$ cat config.mk
export PLATFORM = sky130hd
export DESIGN_NAME = mem_rr_arbiter
export DESIGN_NICKNAME = d
export VERILOG_FILES = /design/src/rtl/mem_rr_arbiter.sv
export SDC_FILE = /design/constraint.sdc
export NUM_CORES = 1
export LEC_CHECK = 0
export CAP_MARGIN = 20
export CORE_AREA = 3 3 119 121
export DETAILED_ROUTE_END_ITERATION = 7
export DIE_AREA = 0 0 122 124
export DONT_BUFFER_PORTS = 1
export GPL_TIMING_DRIVEN = 0
export PLACE_DENSITY_LB_ADDON = 0.12
export SLEW_MARGIN = 10
export SYNTH_ARGS = -nofsm -noshare
export SYNTH_HDL_FRONTEND = slang
export SYNTH_SLANG_ARGS = --single-unit
$ cat constraint.sdc
create_clock -name clk -period 3.6 [get_ports clk]
set_clock_uncertainty 0.2 [all_clocks]
set_input_delay 0.72 -clock clk [delete_from_list [all_inputs] [get_ports clk]]
set_output_delay 0.72 -clock clk [all_outputs]
set_load 0.01 [all_outputs]
$ cat src/rtl/mem_rr_arbiter.sv
// Two-master round-robin arbiter for a picorv32-style native memory port.
// m0 (CPU) and m1 (DMA) share one slave port. A grant is held until the slave
// completes, the granted master withdraws, or a hung slave times out.
module mem_rr_arbiter #(
    parameter int unsigned TIMEOUT   = 255,
    parameter logic [31:0] ERR_RDATA = 32'hFFFF_FFFF
) (
    input  logic        clk,
    input  logic        resetn,

    input  logic        m0_valid,
    input  logic [3:0]  m0_wstrb,
    input  logic [31:0] m0_addr,
    input  logic [31:0] m0_wdata,
    output logic        m0_ready,
    output logic [31:0] m0_rdata,

    input  logic        m1_valid,
    input  logic [3:0]  m1_wstrb,
    input  logic [31:0] m1_addr,
    input  logic [31:0] m1_wdata,
    output logic        m1_ready,
    output logic [31:0] m1_rdata,

    output logic        s_valid,
    output logic [3:0]  s_wstrb,
    output logic [31:0] s_addr,
    output logic [31:0] s_wdata,
    input  logic        s_ready,
    input  logic [31:0] s_rdata,

    output logic        grant,
    output logic        busy,
    output logic        timeout_irq
);

    // Last BUSY cycle index before a forced termination (cnt counts from 0).
    localparam logic [15:0] CntLast = 16'(TIMEOUT - 1);

    typedef enum logic [0:0] {StIdle, StBusy} state_e;

    state_e      state_q;
    logic        grant_q;
    logic        last_grant_q;
    logic [15:0] cnt_q;
    logic        timeout_irq_q;

    logic        in_busy;
    logic        gnt_valid;
    logic        complete;
    logic        timeout_hit;
    logic        done;
    logic [31:0] resp_rdata;

    // Decode the granted master's request and the ways a grant can end.
    always_comb begin
        in_busy     = (state_q == StBusy);
        gnt_valid   = grant_q ? m1_valid : m0_valid;
        complete    = in_busy && gnt_valid && s_ready;
        timeout_hit = in_busy && gnt_valid && !s_ready && (cnt_q == CntLast);
        done        = complete || timeout_hit;
        resp_rdata  = complete ? s_rdata : ERR_RDATA;
    end

    // Slave-side mux; everything is zero outside BUSY.
    always_comb begin
        s_valid = 1'b0;
        s_wstrb = 4'h0;
        s_addr  = 32'h0;
        s_wdata = 32'h0;
        if (in_busy) begin
            // The timeout force is the only s_ready -> s_valid dependency.
            s_valid = gnt_valid && !timeout_hit;
            if (grant_q) begin
                s_wstrb = m1_wstrb;
                s_addr  = m1_addr;
                s_wdata = m1_wdata;
            end else begin
                s_wstrb = m0_wstrb;
                s_addr  = m0_addr;
                s_wdata = m0_wdata;
            end
        end
    end

    // Master-side responses: only the granted master ever sees ready/rdata.
    always_comb begin
        m0_ready = done && !grant_q;
        m1_ready = done && grant_q;
        m0_rdata = m0_ready ? resp_rdata : 32'h0;
        m1_rdata = m1_ready ? resp_rdata : 32'h0;
    end

    // Arbitration FSM with grant history, timeout counter and irq pulse.
    always_ff @(posedge clk or negedge resetn) begin
        if (!resetn) begin
            state_q       <= StIdle;
            grant_q       <= 1'b0;
            last_grant_q  <= 1'b1;  // m0 wins the first tie
            cnt_q         <= 16'h0;
            timeout_irq_q <= 1'b0;
        end else begin
            timeout_irq_q <= timeout_hit;
            unique case (state_q)
                StIdle: begin
                    if (m0_valid || m1_valid) begin
                        if (m0_valid && m1_valid) begin
                            grant_q <= ~last_grant_q;
                        end else begin
                            grant_q <= m1_valid;
                        end
                        cnt_q   <= 16'h0;
                        state_q <= StBusy;
                    end
                end
                StBusy: begin
                    if (!gnt_valid) begin
                        // Withdrawn request: no response, history untouched.
                        state_q <= StIdle;
                    end else if (done) begin
                        last_grant_q <= grant_q;
                        state_q      <= StIdle;
                    end else if (cnt_q != 16'hFFFF) begin
                        cnt_q <= cnt_q + 16'd1;
                    end
                end
                default: state_q <= StIdle;
            endcase
        end
    end

    assign grant       = grant_q;
    assign busy        = in_busy;
    assign timeout_irq = timeout_irq_q;

endmodule
==> metrics.txt, run 1 <==
run status=complete, no violations; number of rows created at floorplan=42; synthesized cell area=0.00289 mm²; Async SR Flop Fraction=100%; setup slack of the critical path after layout=0.129 ns; area taken by flip-flops and latches=502 µm²; Placement Setup Slack=around 0.02 ns; Max Cap Viol=0; fillcell total=1,460; DR WL/cell=21.2 µm; number of buffers on the longest clock path=2; largest vdd supply drop=0.220 mV; width of the die=122 µm; Setup CP Type=reg2out; number of vias in the routed layout=2,835; static leakage power=1.53 nW; Overflow after GRT=0; area of the die=between 0.015 and 0.02 mm²; Final nets=572; routability congestion estimate from global placement=a little over 0.8; Slew headroom=39.4%; number of cells traversed by the worst register-to-register path=7; post-route fraction of the period consumed by the critical path=96.4%; number of synthesized register bits=20; vias per cell=4.96; yosys synthesis warning count=0; Crit Reg-Reg Endpoint=cnt_q[13]; number of H-tree branching levels=1; top achievable clock speed=288 MHz; Design Area, Final=roughly 0.0033 mm²; die height=124 µm; maximum number of pins on one net before global-route repair=20; timing startpoint of the critical path=cnt_q[0]; number of antenna cells inserted=0; number of violations reported at the end of detailed-routing iteration 0=between 80 and 90; detailed placement HPWL=10,200 µm; Setup Viol. Count Final=0; synthesized area divided by synthesized cell count=~7.4 µm²; layout-stage area growth over the synthesis result=12.8%; endpoint kind of the worst setup timing path=output port; global-route wire length before repair=16,700 µm; Mapped Cells=391; slack of the worst reg-to-reg path=0.80 ns; Min-Delay Path Class=in2async; number of clock sinks=20; count of final hold-check violations=0; clock latency on the worst-skew pair=roughly 0.26 ns; share of the yosys chip area belonging to registers=17.4%; final total negative setup slack=0 ns; Top-Level Pins=between 300 and 400; predominant post-synthesis flop cell=sky130_fd_sc_hd__dfrtp_1; total area of multi-input combinational cells=between 0.002 and 0.0025 mm²; min cycle time layout=3.47 ns; total routing resource utilization after global routing=14.3%; number of buffers inserted during clock tree synthesis=3; share of final-layout standard cells stronger than drive strength 1=18.4%; instance area after placement=0.00311 mm²; Syn Nets=566; Worst Max-Slew Pin Slew=0.906 ns; P per Cell Area=618 mW/mm²; Clk Tree Root Cell=sky130_fd_sc_hd__clkbuf_16; core region area=0.0132 mm²; worst path required time=2.68 ns; RSZ-0062 raised after global routing=true; startpoint class of the critical path=register; starting density of the core=21.9%; DR pass1 iterations=5; Crit Path Max Fanout=10; post-route antenna net violation count=0; number of flops mapped to enable cells by yosys=0; signal arrival time at the worst endpoint=2.55 ns; wire length after detailed routing=12,100 µm; number of max-slew violations in the final report=0; antenna violations before repair=0; Distinct cells, synth=44; vias in the first global route=2,777; DRC violation count after routing=0; count of buffers inserted at the top-level ports=0; startpoint of the worst-slack reg-to-reg timing path=cnt_q[0]; clock transition at the register clock pins on the worst setup and hold paths after CTS=0.06 ns; CTS tree=built
power by group:
part | leakage, nW | internal, mW | switching [mW] | total (mW)
combinational | 1.21 | 0.477 | 0.971 | 1.45
clock | 0.0442 | 0.170 | 0.0904 | 0.260
sequential | 0.270 | 0.258 | 0.0479 | 0.306
kinds of logic (layout without fill, tap and decap cells):
kind of cell | count (synthesis) | in the layout | share of synthesized area [%]
simple gates | 231 | 231 | 41.5
compound gates | 28 | 28 | 7.97
fa+ha+maj | 2 | 2 | 0.866
buf+inv | 40 | 45 | 8.01
mux | 70 | 70 | 24.3
flops | 20 | 20 | 17.4
flip-flops by register name, summed over array words and instances (netlist names):
signal / cells
busy: 1
cnt_q: 16
grant: 1
last_grant_q: 1
timeout_irq: 1
metal layers:
metal	GRT usage [%]	up-vias	wire [µm]
li1	-	1330	-
met3	5.77	12	1270
met5	0	-	0
met2	23.7	145	5870
met4	3.01	0	156
met1	17.6	1348	4850
worst max-delay path by stage:
stage / endpoint / slack [ns]
2_1_floorplan: m1_rdata[10] / 0.50
3_3_place_gp: m0_rdata[2] / 0.11
3_5_place_dp: s_addr[27] / 0.02
4_1_cts: m0_rdata[19] / -0.0002
5_1_grt: m0_rdata[5] / -0.01
6_report: m0_rdata[28] / 0.13
metrics by stage:
step                      total power [mW]  cells  hold WS, ns  util (%)
after floorplan                       1.46    391        0.224         -
after global placement                1.76    567        0.225      23.6
after detailed placement              1.77    567        0.225      23.6
after CTS                             2.04    573       0.0927      24.4
after global routing                  2.18    572       0.0895      24.7
final                                 2.01    572        0.101      24.7
synthesized netlist by cell type, drive strengths merged, types with 4 or more instances:
master | instances | area (µm²)
nand2b | 4 | 25.0
nor4 | 4 | 40.0
dfrtp | 19 | 475
mux2i | 69 | 691
nor2 | 173 | 860
inv | 8 | 30.0
clkbuf | 14 | 52.6
nor3 | 8 | 40.0
nand3 | 11 | 55.1
o21ai | 4 | 20.0
nand2 | 12 | 45.0
nand4 | 5 | 31.3
buf | 18 | 149
a211o | 6 | 52.6
and3 | 7 | 43.8
cell type report:
class / instances / area share (%)
Sequential cell: 20 / 15.4
Buffer: 31 / 6.22
Multi-Input combinational cell: 331 / 67.5
Inverter: 8 / 0.921
Clock buffer: 4 / 2.72
Tap cell: 176 / 6.75
Timing Repair Buffer: 2 / 0.537
critical path, cell delays in order (launching register included):
cell                       delay (ns)
sky130_fd_sc_hd__dfrtp_1         0.43
sky130_fd_sc_hd__inv_1           0.08
sky130_fd_sc_hd__ha_1            0.16
sky130_fd_sc_hd__or3b_2          0.49
sky130_fd_sc_hd__nor4_4          0.33
sky130_fd_sc_hd__o21bai_2        0.11
sky130_fd_sc_hd__nand2b_2        0.25
sky130_fd_sc_hd__buf_2           0.23
sky130_fd_sc_hd__nor2_1          0.22
layout by cell type, fill, tap and decap left out, types with 6 or more instances in the layout:
| cell type | instances |
|---|---|
| sky130_fd_sc_hd__nor2_1 | 131 |
| sky130_fd_sc_hd__mux2i_1 | 69 |
| sky130_fd_sc_hd__nor2_4 | 29 |
| sky130_fd_sc_hd__dfrtp_1 | 19 |
| sky130_fd_sc_hd__nor2_2 | 13 |
| sky130_fd_sc_hd__clkbuf_1 | 12 |
| sky130_fd_sc_hd__nand2_1 | 12 |
| sky130_fd_sc_hd__nand3_1 | 11 |
| sky130_fd_sc_hd__nor3_1 | 8 |
| sky130_fd_sc_hd__inv_1 | 7 |
| sky130_fd_sc_hd__and3_1 | 7 |
| sky130_fd_sc_hd__a211o_1 | 6 |
what timing repair did:
| action | in CTS | in global routing |
|---|---|---|
| resized for setup | 2 | 18 |
| hold endpoints to repair | 19 | 0 |
| setup buffers | 1 | 0 |
| setup endpoints to repair | 50 | 36 |
| pin swaps | 1 | 1 |
| hold buffers | 1 | 0 |
No activity file was read; power rests on OpenSTA's default activity.
==> run 2, diff against run 1 <==
--- a/config.mk
+++ b/config.mk
@@ -5,6 +5,7 @@
 export SDC_FILE = /design/constraint.sdc
 export NUM_CORES = 1
 export LEC_CHECK = 0
+export ABC_AREA = 1
 export CAP_MARGIN = 20
 export CORE_AREA = 3 3 119 121
 export DETAILED_ROUTE_END_ITERATION = 7
==> run 2 against run 1 <==
Compared with the run above: worst setup slack gained 0.20 ns; core utilization shrank 1.5 points; non-clock buffer count grew 2; global-route usage grew 2.8 points; largest power group unchanged; maximum frequency grew 6.1%; final cell count grew 23%; sequential power shrank 8.5%.
==> metrics.txt, run 2 <==
Critical Path Max Stage Delay=0.54 ns (+0.05 ns); predominant post-synthesis flop cell=sky130_fd_sc_hd__dfrtp_1; number of max-slew violations in the final report=0 (unchanged); Setup CP Type=reg2out; area share of the leading cell type in the synthesized netlist=34.0% (+10 points); CTS tree=built; Mapped Cells=522 (+34%); Crit Path Max Fanout=10 (unchanged); DRC violation count after routing=0 (unchanged); Max Cap Viol=0 (unchanged); Slew headroom=37.9% (-1.5 points); timing startpoint of the critical path=busy; global-route wire length before repair=19,000 µm (+14%); static leakage power=1.54 nW (+0.65%); post-route core utilization=23.2% (-1.5 points); endpoint kind of the worst setup timing path=output port; count of buffer and inverter cells on the critical path=2 (unchanged); maximum number of pins on one net before global-route repair=20 (unchanged); # Post-CTS Setup Buffers=0 (-1); post-route antenna net violation count=0 (unchanged); post-route fraction of the period consumed by the critical path=90.9% (-5.5 points); cell type of the slowest stage on the worst timing path=sky130_fd_sc_hd__clkbuf_1; Min-Delay Path Class=in2async; DR WL/cell=21.3 µm (+0.19%); routability congestion estimate from global placement=0.818 (+0.88%); number of buffers inserted during clock tree synthesis=3 (unchanged); share of final-layout standard cells stronger than drive strength 1=5.88% (-13 points); yosys synthesis warning count=0 (unchanged); core region area=0.0132 mm² (unchanged); worst path required time=2.68 ns (about the same); area of the die=0.0151 mm² (unchanged); startpoint class of the critical path=register; Async SR Flop Fraction=100% (unchanged); synthesized cell area=0.00276 mm² (-4.6%); largest vdd supply drop=0.257 mV (+16%); count of buffers inserted at the top-level ports=0 (unchanged); signal arrival time at the worst endpoint=2.35 ns (-0.20 ns); number of clock sinks=20 (unchanged); vias per cell=4.97 (+0.22%); Largest Register=cnt_q; layout-stage area growth over the synthesis result=11.2%; number of synthesized register bits=20 (unchanged); width of the die=122 µm (unchanged); detailed placement HPWL=12,900 µm (+25%); Overflow after GRT=0 (unchanged); main area contributors after synthesis=sky130_fd_sc_hd__nor2_1 (34%), sky130_fd_sc_hd__dfrtp_1 (17%), sky130_fd_sc_hd__o21ai_0 (14%); number of flops mapped to enable cells by yosys=0 (unchanged); Top-Level Pins=311 (unchanged); max reg flops=16 (unchanged); critical-path cell list=clkbuf_1 > nand3_1 > clkbuf_1 > nor2_1 > nor2_1; number of vias in the routed layout=3,492 (+23%); kind of cell adding the most delay to the critical path=buffers and inverters; Clk Tree Root Cell=sky130_fd_sc_hd__clkbuf_16; clock latency on the worst-skew pair=0.25 ns (about the same); number of buffers on the longest clock path=2 (unchanged); number of antenna cells inserted=0 (unchanged); top achievable clock speed=306 MHz (+6.1%); min cycle time layout=3.27 ns (-0.200 ns); startpoint of the worst-slack reg-to-reg timing path=busy; synthesized area divided by synthesized cell count=5.28 µm² (-29%); most numerous cell in the Yosys netlist=sky130_fd_sc_hd__nor2_1; final total negative setup slack=0 ns (unchanged); Worst Max-Slew Pin Slew=0.929 ns (+0.0227 ns); wire length after detailed routing=15,000 µm (+23%); total routing resource utilization after global routing=17.1% (+2.8 points); number of violations reported at the end of detailed-routing iteration 0=242 (+200%); number of H-tree branching levels=1 (unchanged); DR pass1 iterations=4 (-1); top cell types by occurrence after synthesis=sky130_fd_sc_hd__nor2_1 (250), sky130_fd_sc_hd__o21ai_0 (76), sky130_fd_sc_hd__nand2_1 (58); vias in the first global route=3,013 (+8.5%); Distinct cells, synth=32 (-27%); RSZ-0062 raised after global routing=false; starting density of the core=20.9% (-1.0 points); Final nets=703 (+23%); number of rows created at floorplan=42 (unchanged); P per Cell Area=655 mW/mm² (+6.0%); die height=124 µm (unchanged); run status=complete, no violations; share of the yosys chip area belonging to registers=18.2% (+0.84 points); clock transition at the register clock pins on the worst setup and hold paths after CTS=0.06 ns (about the same); antenna violations before repair=6 (+6); Syn Nets=697 (+23%); cell type with the largest total area after synthesis=sky130_fd_sc_hd__nor2_1; most used cells in the layout excluding fill and tap cells=sky130_fd_sc_hd__nor2_1 (250), sky130_fd_sc_hd__o21ai_0 (76), sky130_fd_sc_hd__nand2_1 (58); most common cell after layout, fill and taps aside=sky130_fd_sc_hd__nor2_1; Setup Viol. Count Final=0 (unchanged); count of final hold-check violations=0 (unchanged)
[run 2: layout make-up]
class	instances	area, µm²
plain buffers	34	190
fillers	1558	10100
well taps	176	220
multi-input cells	444	1970
flip-flops and latches	20	502
inverters	24	90.1
clock buffers	4	78.8
repair buffers	1	10.0
[run 2: report_power, final]
| group | switching, mW | internal (mW) | total [mW] |
|---|---|---|---|
| combinational | 1.17 | 0.314 | 1.49 |
| clock | 0.0886 | 0.151 | 0.240 |
| sequential | 0.0271 | 0.253 | 0.280 |
| total | 1.29 | 0.718 | 2.01 |
[run 2: stage by stage]
stage          worst slack [ns]  instance area, µm²  cells  power (mW)  hold slack (ns)
2_1_floorplan             0.997                2760    522        1.36            0.224
3_3_place_gp              0.523                2980    698        1.77            0.226
3_5_place_dp              0.484                2980    698        1.78            0.226
4_1_cts                   0.244                3070    703        2.03            0.104
5_1_grt                   0.133                3070    703        2.22           0.0921
6_report                  0.329                3070    703        2.01            0.109
[run 2: path summary, 6_finish.rpt]
kind                            slack (ns)           end  depth (start not counted)
worst max-delay path                  0.33  m0_rdata[20]                          5
worst min-delay path                  0.11  last_grant_q                          0
worst max register to register        1.42          busy                          5
worst min register to register        0.30  last_grant_q                          2
max in group asynchronous             1.78          busy                          1
min in group clk                      0.30  last_grant_q                          2
[run 2: logic make-up (layout without fill, tap and decap cells)]
logic type                 after synthesis  in the layout  synth area share, %
buffers and inverters                   58             63                 10.2
adders and majority gates                2              2                0.908
xor gates and xnor gates                 6              6                 1.91
AOI/OAI and AO/OA                       79             79                 14.6
and+or+nand+nor                        357            357                 54.2
DFF                                     20             20                 18.2
[run 2: metal layers]
layer / share of wire [%] / global-route usage (%)
met5: 0.45 / 0
met1: 35 / 18.4
met2: 46 / 27.9
met4: 0.91 / 2.24
met3: 17 / 12.9
[run 2: timing repair]
| item | in CTS | in global routing |
|---|---|---|
| setup endpoints to repair | 0 | 0 |
| endpoints found under the hold margin | 19 | 0 |
| gates resized for setup | 0 | 0 |
| hold buffers | 1 | 0 |
